File: src/rtl/mmio_hub_pkg.sv
// Shared constants for the MMIO hub: register offsets, flag/control bit
// positions, access patterns and a byte-lane merge helper.
package mmio_pkg;

  localparam logic [7:0] OFF_SW     = 8'h00;
  localparam logic [7:0] OFF_SEG7   = 8'h04;
  localparam logic [7:0] OFF_LED    = 8'h08;
  localparam logic [7:0] OFF_TIMER  = 8'h0C;
  localparam logic [7:0] OFF_CMP    = 8'h10;
  localparam logic [7:0] OFF_STATUS = 8'h14;
  localparam logic [7:0] OFF_CTRL   = 8'h18;

  localparam int ST_MATCH = 0;
  localparam int ST_SWCHG = 1;
  localparam int ST_ERR   = 2;

  localparam int CT_TEN      = 0;
  localparam int CT_IE_MATCH = 1;
  localparam int CT_IE_SWCHG = 2;
  localparam int CT_IE_ERR   = 3;

  localparam logic [3:0] AMP_W = 4'b1111;
  localparam logic [3:0] AMP_H = 4'b0011;
  localparam logic [3:0] AMP_B = 4'b0001;

  // Replace only the byte lanes selected by be.
  function automatic logic [31:0] lane_merge(input logic [31:0] cur,
                                             input logic [31:0] wr,
                                             input logic [3:0]  be);
    logic [31:0] res;
    res = cur;
    for (int i = 0; i < 4; i++) begin
      if (be[i]) res[8*i +: 8] = wr[8*i +: 8];
    end
    return res;
  endfunction

endpackage

File: src/rtl/mmio_hub_if.sv
// CPU data port and data-RAM port of the MMIO hub, bundled as one interface.
interface mmio_hub_if #(parameter int RAM_AW = 7);

  logic              cpu_we_i;
  logic [31:0]       cpu_addr_i;
  logic [31:0]       cpu_wdata_i;
  logic [3:0]        cpu_amp_i;
  logic [31:0]       cpu_rdata_o;
  logic              ram_we_o;
  logic [3:0]        ram_be_o;
  logic [RAM_AW-1:0] ram_addr_o;
  logic [31:0]       ram_wdata_o;
  logic [31:0]       ram_rdata_i;

  // Hub side.
  modport slave (
    input  cpu_we_i, cpu_addr_i, cpu_wdata_i, cpu_amp_i, ram_rdata_i,
    output cpu_rdata_o, ram_we_o, ram_be_o, ram_addr_o, ram_wdata_o
  );

  // CPU + RAM side.
  modport master (
    output cpu_we_i, cpu_addr_i, cpu_wdata_i, cpu_amp_i, ram_rdata_i,
    input  cpu_rdata_o, ram_we_o, ram_be_o, ram_addr_o, ram_wdata_o
  );

endinterface

File: src/rtl/mmio_hub_sw_debounce.sv
// Switch debouncer: 2-flop synchroniser, then a candidate value that must stay
// stable for CYCLES cycles before it is accepted. chg_o pulses for the one
// cycle whose closing edge loads a different value into db_o.
module sw_debounce #(
  parameter int W      = 16,
  parameter int CYCLES = 16
) (
  input  logic         clk,
  input  logic         rst,
  input  logic [W-1:0] raw_i,
  output logic [W-1:0] db_o,
  output logic         chg_o
);

  localparam int CW = (CYCLES > 1) ? $clog2(CYCLES) : 1;
  localparam logic [CW-1:0] LAST = CW'(CYCLES - 1);
  localparam logic [CW-1:0] PRE  = CW'(CYCLES - 2);

  logic [W-1:0]  sync1, sync2, cand;
  logic [CW-1:0] cnt;
  logic          load;

  // The counter becomes LAST on the same edge that accepts the candidate,
  // so a stable input lands in db_o 2 + CYCLES edges after it settles.
  always_comb begin
    load  = (sync2 == cand) && (cnt == PRE);
    chg_o = load && (cand != db_o);
  end

  // Synchroniser, candidate tracking, stability counter and accepted value.
  always_ff @(posedge clk) begin
    if (rst) begin
      sync1 <= '0;
      sync2 <= '0;
      cand  <= '0;
      cnt   <= '0;
      db_o  <= '0;
    end else begin
      sync1 <= raw_i;
      sync2 <= sync1;
      if (sync2 != cand) begin
        cand <= sync2;
        cnt  <= '0;
      end else if (cnt != LAST) begin
        cnt <= cnt + 1'b1;
        if (load) db_o <= cand;
      end
    end
  end

endmodule

File: src/rtl/mmio_hub.sv
// MMIO hub: decodes CPU accesses into the data RAM or a small I/O register
// file (switches, SEG7, LEDs, timer/compare, sticky status, control) and
// drives a registered level interrupt.
module mmio_hub
  import mmio_pkg::*;
#(
  parameter int          RAM_AW     = 7,
  parameter logic [31:0] IO_BASE    = 32'hFFFF_0000,
  parameter int          SW_W       = 16,
  parameter int          LED_W      = 16,
  parameter int          DEB_CYCLES = 16
) (
  input  logic             clk,
  input  logic             rst,
  mmio_hub_if.slave        bus,
  input  logic [SW_W-1:0]  sw_i,
  output logic [LED_W-1:0] led_o,
  output logic [31:0]      seg7_data_o,
  output logic             seg7_we_o,
  output logic             irq_o
);

  localparam logic [31:0] RAM_BYTES = 32'(4 * (2 ** RAM_AW));

  logic [1:0]  off;
  logic [4:0]  sh;
  logic        is_io, is_ram, misal, ok, err_wr, io_we;
  logic [3:0]  be;
  logic [31:0] wsh;
  logic [15:0] io_word;
  logic        sel_seg7, sel_led, sel_timer, sel_cmp, sel_status, sel_ctrl;

  logic [31:0] timer, cmp;
  logic [3:0]  ctrl;
  logic [2:0]  status;
  logic [2:0]  st_set, st_clr;
  logic        match_hit;
  logic [SW_W-1:0] sw_db;
  logic        sw_chg;
  logic [31:0] sw_word, led_word, io_rd;

  sw_debounce #(.W(SW_W), .CYCLES(DEB_CYCLES)) u_deb (
    .clk   (clk),
    .rst   (rst),
    .raw_i (sw_i),
    .db_o  (sw_db),
    .chg_o (sw_chg)
  );

  // Address decode, alignment check and RAM-side lane steering.
  always_comb begin
    off     = bus.cpu_addr_i[1:0];
    sh      = {off, 3'b000};
    is_io   = (bus.cpu_addr_i[31:16] == IO_BASE[31:16]);
    is_ram  = !is_io && (bus.cpu_addr_i < RAM_BYTES);
    misal   = ((bus.cpu_amp_i == AMP_H) && (off == 2'd3)) ||
              ((bus.cpu_amp_i == AMP_W) && (off != 2'd0));
    ok      = (is_io || is_ram) && !misal;
    // Without a read strobe a stray address on an idle bus would flag ERR,
    // so only stores are treated as error events.
    err_wr  = bus.cpu_we_i && !ok;
    io_we   = bus.cpu_we_i && is_io && !misal;
    be      = bus.cpu_amp_i << off;
    wsh     = bus.cpu_wdata_i << sh;
    io_word = {bus.cpu_addr_i[15:2], 2'b00};

    bus.ram_addr_o  = bus.cpu_addr_i[RAM_AW+1:2];
    bus.ram_be_o    = be;
    bus.ram_wdata_o = wsh;
    bus.ram_we_o    = bus.cpu_we_i && is_ram && !misal;

    sel_seg7   = io_we && (io_word == {8'h00, OFF_SEG7});
    sel_led    = io_we && (io_word == {8'h00, OFF_LED});
    sel_timer  = io_we && (io_word == {8'h00, OFF_TIMER});
    sel_cmp    = io_we && (io_word == {8'h00, OFF_CMP});
    sel_status = io_we && (io_word == {8'h00, OFF_STATUS});
    sel_ctrl   = io_we && (io_word == {8'h00, OFF_CTRL});
  end

  // I/O read mux and final load-data selection.
  always_comb begin
    sw_word = '0;
    sw_word[SW_W-1:0] = sw_db;
    led_word = '0;
    led_word[LED_W-1:0] = led_o;
    io_rd = '0;
    case (io_word)
      {8'h00, OFF_SW}:     io_rd = sw_word;
      {8'h00, OFF_SEG7}:   io_rd = seg7_data_o;
      {8'h00, OFF_LED}:    io_rd = led_word;
      {8'h00, OFF_TIMER}:  io_rd = timer;
      {8'h00, OFF_CMP}:    io_rd = cmp;
      {8'h00, OFF_STATUS}: io_rd = {29'd0, status};
      {8'h00, OFF_CTRL}:   io_rd = {28'd0, ctrl};
      default:             io_rd = '0;
    endcase
    if (!ok)        bus.cpu_rdata_o = '0;
    else if (is_io) bus.cpu_rdata_o = io_rd >> sh;
    else            bus.cpu_rdata_o = bus.ram_rdata_i >> sh;
  end

  // Flag set/clear terms; a set in the same cycle overrides the W1C.
  always_comb begin
    match_hit = ctrl[CT_TEN] && (timer == cmp);
    st_set    = '0;
    st_set[ST_MATCH] = match_hit;
    st_set[ST_SWCHG] = sw_chg;
    st_set[ST_ERR]   = err_wr;
    st_clr = sel_status ? (wsh[2:0] & {3{be[0]}}) : 3'b000;
  end

  // Plain read/write registers: SEG7, LED, CMP, CTRL.
  always_ff @(posedge clk) begin
    if (rst) begin
      seg7_data_o <= '0;
      led_o       <= '0;
      cmp         <= '0;
      ctrl        <= '0;
    end else begin
      if (sel_seg7) seg7_data_o <= lane_merge(seg7_data_o, wsh, be);
      if (sel_led)  led_o       <= LED_W'(lane_merge(led_word, wsh, be));
      if (sel_cmp)  cmp         <= lane_merge(cmp, wsh, be);
      if (sel_ctrl) ctrl        <= 4'(lane_merge({28'd0, ctrl}, wsh, be));
    end
  end

  // Free-running timer; a CPU write takes priority over the increment.
  always_ff @(posedge clk) begin
    if (rst)                timer <= '0;
    else if (sel_timer)     timer <= lane_merge(timer, wsh, be);
    else if (ctrl[CT_TEN])  timer <= timer + 32'd1;
  end

  // Sticky status flags.
  always_ff @(posedge clk) begin
    if (rst) status <= '0;
    else     status <= (status & ~st_clr) | st_set;
  end

  // Registered interrupt level and SEG7 update strobe.
  always_ff @(posedge clk) begin
    if (rst) begin
      irq_o     <= 1'b0;
      seg7_we_o <= 1'b0;
    end else begin
      irq_o <= (status[ST_MATCH] & ctrl[CT_IE_MATCH]) |
               (status[ST_SWCHG] & ctrl[CT_IE_SWCHG]) |
               (status[ST_ERR]   & ctrl[CT_IE_ERR]);
      seg7_we_o <= sel_seg7;
    end
  end

endmodule

File: src/flat_wrapper.sv
// flat-port wrapper written by rule: the top's interface ports become plain ports
module mmio_hub_flat import mmio_pkg::*;
#(
  parameter int          RAM_AW     = 7,
  parameter logic [31:0] IO_BASE    = 32'hFFFF_0000,
  parameter int          SW_W       = 16,
  parameter int          LED_W      = 16,
  parameter int          DEB_CYCLES = 16
)
  (clk, rst, sw_i, led_o, seg7_data_o, seg7_we_o, irq_o, bus_cpu_we_i, bus_cpu_addr_i, bus_cpu_wdata_i, bus_cpu_amp_i, bus_ram_rdata_i, bus_cpu_rdata_o, bus_ram_we_o, bus_ram_be_o, bus_ram_addr_o, bus_ram_wdata_o);
  mmio_hub_if #(.RAM_AW(RAM_AW)) bus_i ();
  input  logic clk;
  input  logic rst;
  input  logic [SW_W-1:0] sw_i;
  output logic [LED_W-1:0] led_o;
  output logic [31:0] seg7_data_o;
  output logic seg7_we_o;
  output logic irq_o;
  input wire logic [$bits(bus_i.cpu_we_i)-1:0] bus_cpu_we_i;
  input wire logic [$bits(bus_i.cpu_addr_i)-1:0] bus_cpu_addr_i;
  input wire logic [$bits(bus_i.cpu_wdata_i)-1:0] bus_cpu_wdata_i;
  input wire logic [$bits(bus_i.cpu_amp_i)-1:0] bus_cpu_amp_i;
  input wire logic [$bits(bus_i.ram_rdata_i)-1:0] bus_ram_rdata_i;
  output wire logic [$bits(bus_i.cpu_rdata_o)-1:0] bus_cpu_rdata_o;
  output wire logic [$bits(bus_i.ram_we_o)-1:0] bus_ram_we_o;
  output wire logic [$bits(bus_i.ram_be_o)-1:0] bus_ram_be_o;
  output wire logic [$bits(bus_i.ram_addr_o)-1:0] bus_ram_addr_o;
  output wire logic [$bits(bus_i.ram_wdata_o)-1:0] bus_ram_wdata_o;
  assign bus_i.cpu_we_i = bus_cpu_we_i;
  assign bus_i.cpu_addr_i = bus_cpu_addr_i;
  assign bus_i.cpu_wdata_i = bus_cpu_wdata_i;
  assign bus_i.cpu_amp_i = bus_cpu_amp_i;
  assign bus_i.ram_rdata_i = bus_ram_rdata_i;
  assign bus_cpu_rdata_o = bus_i.cpu_rdata_o;
  assign bus_ram_we_o = bus_i.ram_we_o;
  assign bus_ram_be_o = bus_i.ram_be_o;
  assign bus_ram_addr_o = bus_i.ram_addr_o;
  assign bus_ram_wdata_o = bus_i.ram_wdata_o;
  mmio_hub #(.RAM_AW(RAM_AW), .IO_BASE(IO_BASE), .SW_W(SW_W), .LED_W(LED_W), .DEB_CYCLES(DEB_CYCLES)) u_core (.clk(clk), .rst(rst), .bus(bus_i), .sw_i(sw_i), .led_o(led_o), .seg7_data_o(seg7_data_o), .seg7_we_o(seg7_we_o), .irq_o(irq_o));
endmodule
File: config.mk
export PLATFORM = sky130hd
export DESIGN_NAME = mmio_hub_flat
export DESIGN_NICKNAME = d
export VERILOG_FILES = /design/src/rtl/mmio_hub_pkg.sv /design/src/rtl/mmio_hub_if.sv /design/src/rtl/mmio_hub_sw_debounce.sv /design/src/rtl/mmio_hub.sv /design/src/flat_wrapper.sv
export SDC_FILE = /design/constraint.sdc
export NUM_CORES = 1
export LEC_CHECK = 0
export ABC_AREA = 1
export CAP_MARGIN = 20
export CELL_PAD_IN_SITES_DETAIL_PLACEMENT = 0
export CELL_PAD_IN_SITES_GLOBAL_PLACEMENT = 2
export CORE_ASPECT_RATIO = 0.6
export CORE_UTILIZATION = 29
export CTS_CLUSTER_DIAMETER = 150
export DETAILED_ROUTE_END_ITERATION = 7
export PLACE_DENSITY_LB_ADDON = 0.1
export SYNTH_ARGS = -nofsm -noshare
export SYNTH_HDL_FRONTEND = slang
export SYNTH_SLANG_ARGS = --single-unit
File: constraint.sdc
create_clock -name clk -period 3.02 [get_ports clk]
set_clock_uncertainty 0.15 [all_clocks]
set_input_delay 0.302 -clock clk [delete_from_list [all_inputs] [get_ports clk]]
set_output_delay 0.302 -clock clk [all_outputs]
set_load 0.01 [all_outputs]
Yosys cells after proc, flatten, opt, wreduce, memory -nomap -nowiden
Index checks and enable logic that the tools add are counted.
{ "totals": {"inputBits": 119, "output_inout_bits": 126, "ramBits": 0, "elab_cells": 113, "latchBits": 0, "register_bits": 189, "memories": 0, "mem_bits_ro": 0} }
{ "classes": {"reduce_logical": 43, "bitwise_logic": 10, "n_div": 0, "n_eq_ne": 20, "n_mux": 10, "order_cmp": 1, "addsub": 2, "mul": 0, "shifts": 4} }
{ "op_table": {"columns": ["cell", "count"], "rows": [
  ["$pmux W32 S7", 1],
  ["$mux W32", 4],
  ["$shr A32 B5 Y32", 2],
  ["$eq A14 B3 Y1 const B", 3],
  ["$add A32 B1 Y32 const B", 1],
  ["$eq A32 B32 Y1", 1],
  ["$lt A32 B10 Y1 const B", 1],
  ["$mux W8", 4],
  ["$ne A16 B16 Y1", 2],
  ["$shl A32 B5 Y32", 1],
  ["$reduce_and A2 Y1", 15],
  ["$eq A14 B2 Y1 const B", 2],
  ["$logic_and A1 B1 Y1", 18],
  ["$eq A16 B16 Y1", 1],
  ["$eq A16 B16 Y1 const B", 1],
  ["$logic_not A16 Y1", 1],
  ["$eq A14 B1 Y1 const B", 1],
  ["$eq A4 B4 Y1 const B", 2],
  ["$and A3 B3 Y3", 2],
  ["$ne A2 B2 Y1 const B", 3],
  ["$add A4 B1 Y4 const B", 1],
  ["$eq A4 B2 Y1 const B", 1],
  ["$ne A4 B4 Y1 const B", 1],
  ["$reduce_bool A2 Y1", 2],
  ["13 further kinds", 19]
]} }

Logic depth before layout (Yosys ltp)
Gate-level depths: netlist of run 1.
{ "depth": {"word_depth": 10, "depth_mapped": 14, "ltp_nobuf": 13} }

By module
From an unflattened synthesis of run 1, not the netlist that was laid out.
{ "hier_totals": {"cells_unflattened": 2021, "hier_area_um2": 11982.7} }
{ "by_module_without_submodules": {"columns": ["mod", "seq_area_each_um2", "cells_per_inst", "area_each_um2", "n_inst"], "rows": [
  ["mmio_hub", 2422.3, 1651, 9303.9, 1],
  ["sw_debounce", 1361.3, 370, 2678.8, 1]
]} }

Least setup slack after synthesis of run 1
OpenSTA, ideal clock, no wires.
{ "synth_timing": {"path_kind": "in2out", "start": "in bus_cpu_addr_i[11]", "end": "out bus_cpu_rdata_o[15]", "required_ns": 2.568, "n_path_buf": 2, "cell_stages": 12, "slack_ns": 0.855, "arrival_ns": 1.713, "path_cell_list": "or2_1 > nor2_2 > buf_4 > nand2_2 > clkinv_2 > buf_6 > nand2_1 > nand3_1 > nand2_1 > nand3_1 > nand3_1 > nor2_1"} }
{ "synth_between": {"elab_chain_cells": 5, "word_cells_on_any_way": 15, "classes_between": "1 x order compare; 6 x eq/ne; 1 x shift; 3 x mux; 4 x reduce/logical"} }
{ "synth_lines": {"columns": ["element", "line", "source"], "rows": [
  ["start, declared", "flat_wrapper.sv:20", "input wire logic [$bits(bus_i.cpu_addr_i)-1:0] bus_cpu_addr_i;"],
  ["$eq A14 B3 Y1, or another cell as far along", "mmio_hub.sv:87", "case (io_word)"],
  ["$pmux W32 S7 / $logic_and A1 B1 Y1 (equally long branches)", "mmio_hub.sv:87, mmio_hub.sv:55", null],
  ["$shr A32 B5 Y32 / $logic_or A1 B1 Y1 (equally long branches)", "mmio_hub.sv:98, mmio_hub.sv:58", null],
  ["$mux W32 / $logic_and A1 B1 Y1 (equally long branches)", "mmio_hub.sv:98, mmio_hub.sv:58", null],
  ["$mux W32 (*)", "mmio_hub.sv:97", "if (!ok) bus.cpu_rdata_o = '0;"],
  ["end, declared", "flat_wrapper.sv:24", "output wire logic [$bits(bus_i.cpu_rdata_o)-1:0] bus_cpu_rdata_o;"]
]} }
Every way passes the cells marked *; elsewhere a longest branch is shown, timed or not.

Worst setup path after layout of run 1
{ "layout_timing": {"start": "in bus_cpu_addr_i[10]", "end": "out bus_cpu_rdata_o[11]"} }
The elaborated chain is that of the path after synthesis.

==> results of run 1 <==
==> cell type report <==
class | count | area [um2]
inverter | 225 | 867
timing repair buffer | 403 | 3790
tap | 531 | 664
clock buffer | 17 | 425
sequential | 189 | 3780
multi-input combinational | 1475 | 6970
clock inverter | 14 | 158
fill | 4439 | 23800
==> layer usage <==
metal,up-vias,share of wire (%)
li1,6920,-
met4,0,0.93
met1,6735,53
met5,-,0
met3,30,9.4
met2,628,37
==> cells in the mapped netlist (3+ instances only) <==
cell / n / share of area (%)
sky130_fd_sc_hd__nand2_1: 562 / 18
sky130_fd_sc_hd__nor2_1: 295 / 9.3
sky130_fd_sc_hd__inv_1: 212 / 6.7
sky130_fd_sc_hd__nand3_1: 209 / 8.8
sky130_fd_sc_hd__dfxtp_1: 189 / 32
sky130_fd_sc_hd__a21oi_1: 130 / 5.4
sky130_fd_sc_hd__o21ai_0: 79 / 3.3
sky130_fd_sc_hd__xor2_1: 42 / 3.1
sky130_fd_sc_hd__clkbuf_1: 41 / 1.3
sky130_fd_sc_hd__buf_2: 28 / 1.2
sky130_fd_sc_hd__nor3_1: 25 / 1.0
sky130_fd_sc_hd__or2_2: 23 / 1.2
sky130_fd_sc_hd__nand4_1: 21 / 1.1
sky130_fd_sc_hd__nand2_2: 16 / 0.84
sky130_fd_sc_hd__xnor2_1: 14 / 1.0
sky130_fd_sc_hd__buf_4: 11 / 0.69
sky130_fd_sc_hd__inv_2: 10 / 0.31
sky130_fd_sc_hd__buf_6: 8 / 0.75
sky130_fd_sc_hd__buf_1: 6 / 0.19
sky130_fd_sc_hd__nor2_2: 6 / 0.31
sky130_fd_sc_hd__nand3b_1: 5 / 0.31
sky130_fd_sc_hd__nor2_4: 5 / 0.47
sky130_fd_sc_hd__o211ai_1: 5 / 0.31
sky130_fd_sc_hd__o21ai_1: 5 / 0.21
sky130_fd_sc_hd__o22ai_1: 5 / 0.26
sky130_fd_sc_hd__o31ai_1: 4 / 0.25
sky130_fd_sc_hd__ha_1: 3 / 0.31
sky130_fd_sc_hd__nand2_4: 3 / 0.28
==> cell families (layout without fill, tap and decap cells) <==
kind of cell	after synthesis	in the layout	share of synthesized area, %
AO/OA/AOI/OAI	235	235	10.2
XOR/XNOR	56	56	4.10
adder cells (fa/ha/maj)	3	3	0.314
buffers and inverters	319	659	11.3
flip-flops	189	189	31.7
multiplexers	1	1	0.0838
AND/OR/NAND/NOR	1180	1180	42.3
==> through the flow <==
stage / worst slack, ns / std cells / power (uW) / hold slack, ns / util [%]
detailed placement: -0.334 / 2801 / 3410 / 0.243 / 39.0
CTS: -0.0368 / 2836 / 5780 / 0.170 / 40.7
floorplan: 0.855 / 1983 / 2900 / 0.238 / -
global route: -0.0670 / 2854 / 5950 / 0.179 / 41.1
global placement: -0.359 / 2801 / 3410 / 0.241 / 39.0
finish: 0.0690 / 2854 / 5750 / 0.192 / 41.1
==> flip-flops by register name, indices dropped and copies added (netlist names), 4 cells and up <==
register,flops
u_core.cmp,32
u_core.seg7_data_o,32
u_core.timer,32
u_core.led_o,16
u_core.u_deb.cand,16
u_core.u_deb.db_o,16
u_core.u_deb.sync1,16
u_core.u_deb.sync2,16
u_core.ctrl,4
u_core.u_deb.cnt,4
==> placed cells by master (no fill, tap or decap), types with 23 or more instances in the layout <==
| cell type | n |
|---|---|
| sky130_fd_sc_hd__nand2_1 | 550 |
| sky130_fd_sc_hd__nor2_1 | 282 |
| sky130_fd_sc_hd__inv_1 | 211 |
| sky130_fd_sc_hd__clkdlybuf4s50_1 | 202 |
| sky130_fd_sc_hd__nand3_1 | 201 |
| sky130_fd_sc_hd__dfxtp_1 | 189 |
| sky130_fd_sc_hd__buf_4 | 137 |
| sky130_fd_sc_hd__a21oi_1 | 130 |
| sky130_fd_sc_hd__o21ai_0 | 79 |
| sky130_fd_sc_hd__xor2_1 | 42 |
| sky130_fd_sc_hd__nand2_2 | 25 |
| sky130_fd_sc_hd__nor3_1 | 25 |
| sky130_fd_sc_hd__or2_2 | 23 |
==> power groups by stage <==
| stage | clock network [uW] | registers, uW | logic, uW |
|---|---|---|---|
| after floorplan | 0 | 2590 | 314 |
| after global placement | 0 | 2590 | 822 |
| after detailed placement | 0 | 2590 | 817 |
| after CTS | 2420 | 2530 | 827 |
| after global routing | 2520 | 2540 | 898 |
| final | 2370 | 2530 | 846 |
==> repair_timing <==
item / 4_1_cts / 5_1_grt
pin swaps: 10 / 17
cloned: 1 / 1
gates resized for setup: 64 / 77
setup buffers: 3 / 17
setup endpoints to repair: 32 / 31
==> worst paths after layout <==
path / start / slack (ns) / end / cells after the start
setup / recovery: bus_cpu_addr_i[10] / 0.07 / bus_cpu_rdata_o[11] / 15
hold / removal: sw_i[11] / 0.19 / u_core.u_deb.sync1[11]$_SDFF_PP0_ / 3
setup reg to reg: u_core.timer[0]$_SDFFE_PP0P_ / 0.45 / u_core.timer[30]$_SDFFE_PP0P_ / 12
hold reg to reg: u_core.u_deb.sync1[6]$_SDFF_PP0_ / 0.25 / u_core.u_deb.sync2[6]$_SDFF_PP0_ / 2
==> worst max-delay path: stages <==
cell                              delay (ns)
sky130_fd_sc_hd__clkdlybuf4s50_1        0.44
sky130_fd_sc_hd__or2_4                  0.26
sky130_fd_sc_hd__nor2_4                 0.15
sky130_fd_sc_hd__buf_12                 0.16
sky130_fd_sc_hd__nand2_2                0.11
sky130_fd_sc_hd__clkinv_4               0.11
sky130_fd_sc_hd__buf_4                  0.14
sky130_fd_sc_hd__nand2_1                0.05
sky130_fd_sc_hd__nand4_1                0.08
sky130_fd_sc_hd__buf_4                  0.15
sky130_fd_sc_hd__nand3_2                0.07
sky130_fd_sc_hd__nand2_1                0.07
sky130_fd_sc_hd__inv_1                  0.04
sky130_fd_sc_hd__nor2_1                 0.09
sky130_fd_sc_hd__dlygate4sd2_1          0.28
==> out/results.tsv, run 1 <==
metric	value	unit
synth_enable_flop_cells	0	
clock_insertion_delay_worst_skew	0.46	ns
drv_cap	0	
cts_stage_hold_buffer_count	0	
cts_root_buf	sky130_fd_sc_hd__clkbuf_16	
relSlewSlack	35.0	%
min-delay-path-class	in -> reg	
place.detailed.hpwl	49300	um
final_net_count	2433	
netlist_instances	1983	
mapped_area	11900	um2
design.core.area	40500	um2
timing_max_transition_violations_final	0	
status	completed	
ys_seq_elements	189	
detailedRoute.firstPassIterationCount	5	
tritoncts_clock_tree	built	
top_usage_layer	met1	
postSynth.asyncResetShare	0	%
unrepaired_setup_endpoints_after_global_routing	true	
clk_path_buf_depth	2	
cp.required	2.57	ns
total_leakage_power	0.00735	uW
clock_pin_slew_on_the_worst_setup_and_hold_paths	0.09	ns
critPathArrivalTime	2.50	ns
layout-drive-gt1-share	13.9	%
drt-vias-per-instance	5.02	
cts_made_buffers	17	
grt_overflow	0	
internal_pwr_total	4010	uW
ys.flop_type	sky130_fd_sc_hd__dfxtp_1	
first_global_vias	13000	
p_comb_share	14.7	%
cts_num_sinks	189	
row_count	57	
design.portCount	245	
htree_num_levels	4	
netlist-cell-type-count	45	
worst_pin_slew	0.967	ns
buffers_added_on_ports	244	
worstSetupStartpointType	primary input	
share_seq_of_total_power	44.1	%
detailed_place.area	15800	um2
grt_start_max_net_pins	110	
tns	0	ns
num_vias	14300	
die_height	159	um
final_period_minus_worst_setup_slack	2.95	ns
start_util	29.5	%
switching_power_as_a_share_of_total_power	30.3	%
grtUsageMet3	6.60	%
layout.cell_area.non_filler	16700	um2
wl_final	60600	um
yosysSeqAreaShare	31.7	%
final.period_utilization	97.7	%
gp_routability_congestion	0.953	
synth.avg_cell_area	6.03	um2
grt_first_pass_wirelength	88000	um
avgRoutedWirePerCell	21.2	um
worst_setup_path_class	in -> out	
area_delta_synth_final	39.4	%
cp-end-kind	output port	
number_of_remaining_drc_errors	0	
finalSetupViolCount	0	
power_density	345	nW/um2
top_achievable_clock_speed	0.339	GHz
die_area	42000	um2
timing.critical_path.fanout_max	9	
yosys_warnings	0	
peakVddDrop	378	uV
grt.total_usage	28.5	%
p_clk_share	41.2	%
power.switching	1740	uW
detailedRoute.firstIterationViolations	1690	
grt_util_met1	46.9	%
number_of_nets_still_failing_antenna_checks_after_routing	0	
synth_nets	2105	
antenna_found_initial	1	
final_hold_viol_count	0	
chipWidth	264	um
global_route.usage.met2	36.2	%
num_antenna_cells	0	
No activity file was read; power rests on OpenSTA's default activity.
==> run 2: changes to the inputs <==
Settings changed: SLEW_MARGIN set to 20.
==> results of run 2 <==
Same layout as run 1: the final DEF is identical, and so are final timing and power.
